$ cat src/rtl/dpram_port_ctrl_if.sv
// Command/response stream bundle for dpram_port_ctrl.
// Valid/ready handshake: a transfer happens on a posedge where valid & ready are both 1.
interface dpram_port_ctrl_if #(
   parameter int ADDR_W = 11
) ();
   logic              req_valid;
   logic              req_ready;
   logic              req_wr;
   logic [ADDR_W-1:0] req_addr;
   logic [7:0]        req_wdata;
   logic              rsp_valid;
   logic              rsp_ready;
   logic              rsp_wr;
   logic              rsp_err;
   logic [7:0]        rsp_rdata;

   modport master (
      output req_valid, req_wr, req_addr, req_wdata, rsp_ready,
      input  req_ready, rsp_valid, rsp_wr, rsp_err, rsp_rdata
   );

   modport slave (
      input  req_valid, req_wr, req_addr, req_wdata, rsp_ready,
      output req_ready, rsp_valid, rsp_wr, rsp_err, rsp_rdata
   );
endinterface

$ cat src/rtl/dpram_port_ctrl.sv
// Request sequencer for one port of a dual-port RAM: accept -> issue -> wait -> capture into a
// credit-protected response FIFO. Optional statistics counters under DPRAM_PORT_CTRL_STATS_EN.
module dpram_port_ctrl #(
   parameter int ADDR_W    = 11,
   parameter int MEM_WORDS = 1025,
   parameter int RSP_DEPTH = 4
) (
   input  logic              clk,
   input  logic              reset,
   dpram_port_ctrl_if.slave  bus,
   output logic [7:0]        mem_data,
   output logic [ADDR_W-1:0] mem_address,
   output logic              mem_wr_en,
   output logic              mem_chipselect,
   output logic              mem_outenable,
   input  logic [7:0]        mem_dataout
`ifdef DPRAM_PORT_CTRL_STATS_EN
   ,
   output logic [15:0]       stat_rd,
   output logic [15:0]       stat_wr,
   output logic [15:0]       stat_err
`endif
);
   localparam int PTR_W = $clog2(RSP_DEPTH);
   localparam int CNT_W = PTR_W + 1;
   localparam logic [ADDR_W:0]  ADDR_LIM = (ADDR_W + 1)'(MEM_WORDS);
   localparam logic [CNT_W-1:0] DEPTH_C  = CNT_W'(RSP_DEPTH);

   logic [CNT_W-1:0] credit;
   logic             acc;
   logic             pop;
   logic             push;
   logic             in_range;

   logic             i_vld, i_wr, i_err;
   logic             w_vld, w_wr, w_err;

   logic             f_wr   [RSP_DEPTH];
   logic             f_err  [RSP_DEPTH];
   logic [7:0]       f_data [RSP_DEPTH];
   logic [PTR_W-1:0] wr_ptr, rd_ptr;
   logic [CNT_W-1:0] f_cnt;

   // Credits cover every command from accept until its response is popped, so the FIFO can't overflow.
   assign bus.req_ready = (credit < DEPTH_C) & ~reset;
   assign acc           = bus.req_valid & bus.req_ready;
   assign pop           = bus.rsp_valid & bus.rsp_ready;
   assign push          = w_vld;
   assign in_range      = {1'b0, bus.req_addr} < ADDR_LIM;

   always_ff @(posedge clk) begin
      if (reset) begin
         credit         <= '0;
         i_vld          <= 1'b0;
         i_wr           <= 1'b0;
         i_err          <= 1'b0;
         w_vld          <= 1'b0;
         w_wr           <= 1'b0;
         w_err          <= 1'b0;
         mem_chipselect <= 1'b0;
         mem_wr_en      <= 1'b0;
         mem_outenable  <= 1'b0;
         mem_address    <= '0;
         mem_data       <= '0;
      end else begin
         credit         <= credit + CNT_W'(acc) - CNT_W'(pop);
         i_vld          <= acc;
         i_wr           <= bus.req_wr;
         i_err          <= ~in_range;
         mem_chipselect <= acc & in_range;
         mem_wr_en      <= acc & in_range & bus.req_wr;
         mem_outenable  <= acc & in_range & ~bus.req_wr;
         if (acc & in_range)
            mem_address <= bus.req_addr;
         if (acc & in_range & bus.req_wr)
            mem_data    <= bus.req_wdata;
         w_vld          <= i_vld;
         w_wr           <= i_wr;
         w_err          <= i_err;
      end
   end

   // The RAM registers dataout during W, so the capture stage sees the read result directly.
   always_ff @(posedge clk) begin
      if (push) begin
         f_wr[wr_ptr]   <= w_wr;
         f_err[wr_ptr]  <= w_err;
         f_data[wr_ptr] <= (w_wr | w_err) ? 8'h00 : mem_dataout;
      end
   end

   always_ff @(posedge clk) begin
      if (reset) begin
         wr_ptr <= '0;
         rd_ptr <= '0;
         f_cnt  <= '0;
      end else begin
         if (push)
            wr_ptr <= wr_ptr + 1'b1;
         if (pop)
            rd_ptr <= rd_ptr + 1'b1;
         f_cnt <= f_cnt + CNT_W'(push) - CNT_W'(pop);
      end
   end

   assign bus.rsp_valid = (f_cnt != '0);
   assign bus.rsp_wr    = bus.rsp_valid & f_wr[rd_ptr];
   assign bus.rsp_err   = bus.rsp_valid & f_err[rd_ptr];
   assign bus.rsp_rdata = bus.rsp_valid ? f_data[rd_ptr] : 8'h00;

`ifdef DPRAM_PORT_CTRL_STATS_EN
   always_ff @(posedge clk) begin
      if (reset) begin
         stat_rd  <= '0;
         stat_wr  <= '0;
         stat_err <= '0;
      end else begin
         if (mem_chipselect & mem_outenable & (stat_rd != 16'hFFFF))
            stat_rd <= stat_rd + 16'd1;
         if (mem_chipselect & mem_wr_en & (stat_wr != 16'hFFFF))
            stat_wr <= stat_wr + 16'd1;
         if (i_vld & i_err & (stat_err != 16'hFFFF))
            stat_err <= stat_err + 16'd1;
      end
   end
`endif
endmodule

$ cat src/flat_wrapper.sv
// flat-port wrapper written by rule: the top's interface ports become plain ports
module dpram_port_ctrl_flat 
#(
   parameter int ADDR_W    = 11,
   parameter int MEM_WORDS = 1025,
   parameter int RSP_DEPTH = 4
)
  (clk, reset, mem_data, mem_address, mem_wr_en, mem_chipselect, mem_outenable, mem_dataout, bus_req_valid, bus_req_wr, bus_req_addr, bus_req_wdata, bus_rsp_ready, bus_req_ready, bus_rsp_valid, bus_rsp_wr, bus_rsp_err, bus_rsp_rdata);
  dpram_port_ctrl_if #(.ADDR_W(ADDR_W)) bus_i ();
  input  logic clk;
  input  logic reset;
  output logic [7:0] mem_data;
  output logic [ADDR_W-1:0] mem_address;
  output logic mem_wr_en;
  output logic mem_chipselect;
  output logic mem_outenable;
  input  logic [7:0] mem_dataout;
  input wire logic [$bits(bus_i.req_valid)-1:0] bus_req_valid;
  input wire logic [$bits(bus_i.req_wr)-1:0] bus_req_wr;
  input wire logic [$bits(bus_i.req_addr)-1:0] bus_req_addr;
  input wire logic [$bits(bus_i.req_wdata)-1:0] bus_req_wdata;
  input wire logic [$bits(bus_i.rsp_ready)-1:0] bus_rsp_ready;
  output wire logic [$bits(bus_i.req_ready)-1:0] bus_req_ready;
  output wire logic [$bits(bus_i.rsp_valid)-1:0] bus_rsp_valid;
  output wire logic [$bits(bus_i.rsp_wr)-1:0] bus_rsp_wr;
  output wire logic [$bits(bus_i.rsp_err)-1:0] bus_rsp_err;
  output wire logic [$bits(bus_i.rsp_rdata)-1:0] bus_rsp_rdata;
  assign bus_i.req_valid = bus_req_valid;
  assign bus_i.req_wr = bus_req_wr;
  assign bus_i.req_addr = bus_req_addr;
  assign bus_i.req_wdata = bus_req_wdata;
  assign bus_i.rsp_ready = bus_rsp_ready;
  assign bus_req_ready = bus_i.req_ready;
  assign bus_rsp_valid = bus_i.rsp_valid;
  assign bus_rsp_wr = bus_i.rsp_wr;
  assign bus_rsp_err = bus_i.rsp_err;
  assign bus_rsp_rdata = bus_i.rsp_rdata;
  dpram_port_ctrl #(.ADDR_W(ADDR_W), .MEM_WORDS(MEM_WORDS), .RSP_DEPTH(RSP_DEPTH)) u_core (.clk(clk), .reset(reset), .bus(bus_i), .mem_data(mem_data), .mem_address(mem_address), .mem_wr_en(mem_wr_en), .mem_chipselect(mem_chipselect), .mem_outenable(mem_outenable), .mem_dataout(mem_dataout));
endmodule
$ cat config.mk
export PLATFORM = sky130hd
export DESIGN_NAME = dpram_port_ctrl_flat
export DESIGN_NICKNAME = d
export VERILOG_FILES = /design/src/rtl/dpram_port_ctrl_if.sv /design/src/rtl/dpram_port_ctrl.sv /design/src/flat_wrapper.sv
export SDC_FILE = /design/constraint.sdc
export NUM_CORES = 1
export LEC_CHECK = 0
export BUFFER_PORTS_ARGS = -buffer_cell sky130_fd_sc_hd__buf_2
export CORE_MARGIN = 2
export CORE_UTILIZATION = 58
export CTS_CLUSTER_DIAMETER = 60
export DETAILED_ROUTE_END_ITERATION = 8
export PLACE_DENSITY = 0.93
export SETUP_SLACK_MARGIN = 0.05
export SKIP_CTS_REPAIR_TIMING = 1
export SLEW_MARGIN = 10
export SYNTH_ARGS = -nofsm -noshare
export SYNTH_HDL_FRONTEND = slang
export SYNTH_SLANG_ARGS = --single-unit
$ cat constraint.sdc
create_clock -name clk -period 3.5 [get_ports clk]
set_input_delay 1.05 -clock clk [delete_from_list [all_inputs] [get_ports clk]]
set_output_delay 1.05 -clock clk [all_outputs]
set_load 0.05 [all_outputs]
==> results.tsv, run 1 <==
stage	metric	value	unit
critical_path	Startpoint Class	flop	
clock_network	CTS max path bufs	2	
critical_path	CP endpoint kind	primary output	
final_layout	nets	345	
pwr	total power	2.60	mW
synth	Avg Cell Area, Syn	13.6	um^2
critical_path	Worst Reg-to-Reg Cells	11	
sta	slew margin rel.	55.1	%
clock_network	H-tree depth	3	
route	antenna viol nets, final	0	
pwr	power per cell area	678	nW/um^2
route	number of detailed-route iterations in the first pass	4	
critical_path	Max FO, Critical Path	10	
critical_path	worst path arrival time	2060	ps
route	Routed WL	5.54	mm
die	Rows	27	
hold_path	Hold Crit Class	flop to flop	
clock_network	cts bufs inserted	9	
critical_path	reg2reg start	u_core.f_cnt[1]	
critical_path	Reg2Reg Setup Slack	910	ps
pwr	worst vdd ir	0.000351	V
pwr	Leak	1.65	nW
die	io pins	66	
route	average wire per standard cell	14.5	um
synth	ys async rst share	0	%
outcome	status	finished, final reports clean	
sta	Tcrit/Tclk final	89.0	%
critical_path	Setup CP Type	flop to primary output	
sta	final setup fails	0	
global_route	grt met1 use	20.9	%
synth	most frequent cells after synthesis	dfxtp_1, edfxtp_1, nand2b_1	
synth	EDFF count, synth	40	
synth	syn_nets	281	
run	max cap viols	0	
final_layout	share of cells above drive strength 1	30.4	%
die	die height	79.1	um
route	vias per inst	5.07	
die	Die Area	6260	um^2
critical_path	R2R Path End	u_core.credit[2]	
sta	total negative slack	0	ps
global_route	met3 usage	6.25	%
route	1st-iter DRT viols	84	
sta	Peak Freq	321	MHz
placed_design	RD Place Congestion	0.745	
clock_network	CTS Root Cell	clkbuf_8	
sta	unrepaired setup endpoints after global routing	false	
hold_path	Hold Path Origin	u_core.i_wr	
clock_network	CTS tree	yes	
synth	register area share after synthesis	61.2	%
synth	Area contributors post-synth	edfxtp_1, dfxtp_1, mux4_2, nand2b_1, mux2i_1	
sta	Slew Viols, Final	0	
final_layout	Layout area overhead	17.1	%
placed_design	post-DP HPWL	3.97	mm
global_route	initial antenna violation count	0	
synth	Main synth FF type	edfxtp_1	
global_route	first-pass GRT wire length	8.80	mm
route	Via Count	1930	
clock_network	Worst-Skew Late Latency	340	ps
sta	count of final hold-check violations	0	
clock_network	CTS sink cnt	80	
global_route	gr usage total	18.9	%
critical_path	CP Data Required Time	2450	ps
synth	Yosys top cell area share	36.7	%
synth	Synth area leader	edfxtp_1	
critical_path	CP endpoint	bus_rsp_rdata[1]	
die	Initial Utilization	59.8	%
final_layout	Ant. Diodes	0	
global_route	grt met2 use	34.5	%
die	Die X	79.1	um
global_route	vias in the first global route	1918	
die	Core ar.	5470	um^2
sta	worst slew pin tran	672	ps
synth	Netlist cell types	28	
global_route	layer with the highest usage	met2	
hold_path	WHS Path Cells	1	
route	DRC	0	
synth	post-synthesis instance total	240	
global_route	largest net degree at the start of global routing	54	
synth	#FFs+latches synth	80	
placed_design	number of port buffers	65	
global_route	Congestion Overflow GR	0	
synth	Post-Synthesis Cell Area	3270	um^2
sta	Final Critical Period	3110	ps
synth	YS warnings	0	
clock_network	Clock Pin Slew Worst Setup and Hold Paths	80	ps
sta	Final Skew	4.37	ps
area by class of cell:
cell class | count | area [um^2]
Tap cell | 72 | 90.1
Multi-Input combinational cell | 138 | 1170
Sequential cell | 80 | 2000
Clock buffer | 10 | 138
Inverter | 9 | 33.8
Clock inverter | 6 | 58.8
Fill cell | 403 | 1640
Timing Repair Buffer | 66 | 333
kinds of logic (layout without fill, tap and decap cells):
family,after synthesis,in the layout,share of synthesized area (%)
AO/OA/AOI/OAI,2,2,0.995
flip-flops,80,80,61.2
XOR/XNOR,8,8,2.14
AND/OR/NAND/NOR,90,90,16.1
buffers and inverters,22,91,2.91
adder cells (fa/ha/maj),9,9,3.90
multiplexers,29,29,12.7
stage by stage:
step	cell area (um^2)	hold WS [ps]	setup slack, ps	instances	utilization (%)
floorplan	3270	414	188	240	-
global placement	3630	418	603	365	66.4
detailed placement	3630	425	525	365	66.4
CTS	3830	443	330	381	70.0
global route	3830	466	246	381	70.0
finish	3830	442	385	381	70.0
worst max-delay path: stages, from the launching register on:
cell and delay (ps):
dfxtp_1 760, mux4_2 590, and2_1 170, buf_2 200
state kept, by name (all words and copies together), names as in the netlist, named ones only:
name,cells
u_core.credit,3
u_core.f_cnt,3
u_core.f_data,32
u_core.f_err,4
u_core.f_wr,4
u_core.i_err,1
u_core.i_vld,1
u_core.i_wr,1
u_core.mem_address,11
u_core.mem_chipselect,1
u_core.mem_data,8
u_core.mem_outenable,1
u_core.mem_wr_en,1
u_core.push,1
u_core.rd_ptr,2
u_core.w_err,1
u_core.w_wr,1
u_core.wr_ptr,2
worst min-delay path by stage:
stage | endpoint
global route | u_core.w_err
global placement | u_core.push
CTS | u_core.w_wr
detailed placement | u_core.w_wr
finish | u_core.w_wr
floorplan | u_core.push
power by group:
group | leakage [nW] | switching, mW | total, mW | internal [mW]
registers | 0.692 | 0.0713 | 1.12 | 1.05
clock network | 0.0957 | 0.316 | 0.659 | 0.344
logic | 0.865 | 0.526 | 0.812 | 0.286
total | 1.65 | 0.913 | 2.60 | 1.68
per-layer routing:
layer  wire (um)  part of all wire (%)
met5           0                     0
met4          40                  0.72
met3         366                   6.6
met2        2860                    52
met1        2270                    41
cells in the final DEF, fill, tap and decap left out, types with 7 or more instances in the layout:
cell and n:
nand2b_1 36, and2_1 24, mux2i_1 19, inv_1 9, nor2_1 14, ha_1 7
nor2b_1 7, mux4_2 10, edfxtp_1 40, dfxtp_1 40, buf_2 65, clkbuf_8 10
Power figures use the tool's default switching activity.
==> run 2: changes to the inputs <==
--- a/config.mk
+++ b/config.mk
@@ -7,10 +7,10 @@
 export LEC_CHECK = 0
 export BUFFER_PORTS_ARGS = -buffer_cell sky130_fd_sc_hd__buf_2
 export CORE_MARGIN = 2
-export CORE_UTILIZATION = 58
+export CORE_UTILIZATION = 54
 export CTS_CLUSTER_DIAMETER = 60
 export DETAILED_ROUTE_END_ITERATION = 8
-export PLACE_DENSITY = 0.93
+export PLACE_DENSITY = 0.88
 export SETUP_SLACK_MARGIN = 0.05
 export SKIP_CTS_REPAIR_TIMING = 1
 export SLEW_MARGIN = 10
==> constraint.sdc (replaced) <==
create_clock -name clk -period 3.11 [get_ports clk]
set_input_delay 0.933 -clock clk [delete_from_list [all_inputs] [get_ports clk]]
set_output_delay 0.933 -clock clk [all_outputs]
set_load 0.05 [all_outputs]
==> results.tsv, run 2 (synthesis gave the netlist of run 1 again) <==
stage	metric	value	unit
route	average wire per standard cell	13.9	um
final_layout	Post-Route Utilization	65.8	%
sta	slew margin rel.	62.7	%
global_route	largest net degree at the start of global routing	54	
clock_network	CTS tree	yes	
sta	Final Skew	6.70	ps
critical_path	Startpoint Class	flop	
critical_path	CP endpoint kind	primary output	
final_layout	Ant. Diodes	0	
die	Core ar.	5890	um^2
final_layout	area occupied by multi-input gates	1180	um^2
placed_design	number of port buffers	65	
sta	Peak Freq	368	MHz
critical_path	CP Data Required Time	2180	ps
sta	count of final hold-check violations	0	
pwr	worst vdd ir	0.000475	V
pwr	total power	2.98	mW
run	max cap viols	0	
die	Die Area	6700	um^2
sta	Final Critical Period	2720	ps
final_layout	Top reg by flops	u_core.f_data	
clock_network	Clock Pin Slew Worst Setup and Hold Paths	80	ps
critical_path	reg2reg start	u_core.f_cnt[1]	
die	Die X	81.8	um
global_route	Congestion Overflow GR	0	
final_layout	leading cell type in the layout, fill and taps excluded	buf_2	
critical_path	Reg2Reg Setup Slack	510	ps
pwr	Leak	1.67	nW
final_layout	filler cell count	454	
global_route	vias in the first global route	1810	
route	vias per inst	4.91	
sta	final setup fails	0	
clock_network	Worst-Skew Late Latency	340	ps
route	DRC	0	
route	1st-iter DRT viols	50	
final_layout	Layout area overhead	18.3	%
die	Initial Utilization	55.6	%
clock_network	CTS Root Cell	clkbuf_8	
route	antenna viol nets, final	0	
global_route	initial antenna violation count	0	
clock_network	H-tree depth	3	
sta	Slew Viols, Final	0	
outcome	status	finished, final reports clean	
global_route	first-pass GRT wire length	8.38	mm
clock_network	CTS sink cnt	80	
die	Rows	28	
route	number of detailed-route iterations in the first pass	4	
sta	worst slew pin tran	557	ps
hold_path	Hold Crit Class	flop to flop	
pwr	power per cell area	769	nW/um^2
critical_path	worst path arrival time	1790	ps
route	Via Count	1895	
final_layout	FF/Latch Area	2000	um^2
clock_network	CTS max path bufs	2	
final_layout	max reg flops	32	
sta	total negative slack	0	ps
critical_path	Setup CP Type	flop to primary output	
final_layout	most frequent cells in the layout	buf_2, dfxtp_1, edfxtp_1	
die	io pins	66	
placed_design	RD Place Congestion	0.719	
sta	Tcrit/Tclk final	87.5	%
clock_network	cts bufs inserted	9	
global_route	gr usage total	17.3	%
final_layout	share of cells above drive strength 1	31.2	%
critical_path	Max FO, Critical Path	10	
route	Routed WL	5.36	mm
final_layout	nets	347	
hold_path	Hold Path Origin	u_core.i_vld	
placed_design	post-DP HPWL	3.74	mm
sta	unrepaired setup endpoints after global routing	false	
final_layout	top flop regs	u_core.f_data x32, u_core.mem_address x11, u_core.mem_data x8	
die	die height	81.8	um
==> run 2: critical path: stages, from the launching register on <==
cell	delay, ps
dfxtp_1	310
buf_4	230
mux4_2	540
and2_1	160
buf_2	200
==> run 2: final cells by class <==
class	count	area share, %
Clock buffer	12	4.30
Clock inverter	4	1.29
Inverter	9	0.873
Multi-Input combinational cell	138	30.4
Sequential cell	80	51.7
Tap cell	75	2.42
Timing Repair Buffer	68	8.99
==> run 2: final timing paths <==
check / end / depth (start not counted)
worst max-delay path: bus_rsp_err / 4
worst min-delay path: u_core.push / 1
worst max register to register: u_core.credit[2] / 11
worst min register to register: u_core.push / 1
==> run 2: per-stage QoR <==
stage / setup WS [ps] / hold WS, ps / instances / cell area [um^2]
floorplan: 172 / 414 / 240 / 3270
global placement: 523 / 420 / 370 / 3650
detailed placement: 449 / 423 / 370 / 3650
CTS: 347 / 454 / 386 / 3870
global route: 273 / 469 / 386 / 3870
finish: 390 / 446 / 386 / 3870
==> run 2: routing by layer <==
layer / vias to the layer above / track usage, % / part of all wire (%)
met5: - / 0 / 0
met4: 0 / 7.50 / 1.2
met3: 7 / 7.36 / 7.3
met2: 54 / 28.2 / 49
met1: 889 / 19.9 / 43
li1: 945 / - / -
==> run 2: power breakdown <==
| part | leakage (nW) | total [mW] | switching [mW] | internal (mW) |
|---|---|---|---|---|
| clock | 0.104 | 0.788 | 0.348 | 0.440 |
| combinational | 0.875 | 0.955 | 0.624 | 0.331 |
| sequential | 0.692 | 1.23 | 0.0496 | 1.19 |
| total | 1.67 | 2.98 | 1.02 | 1.96 |
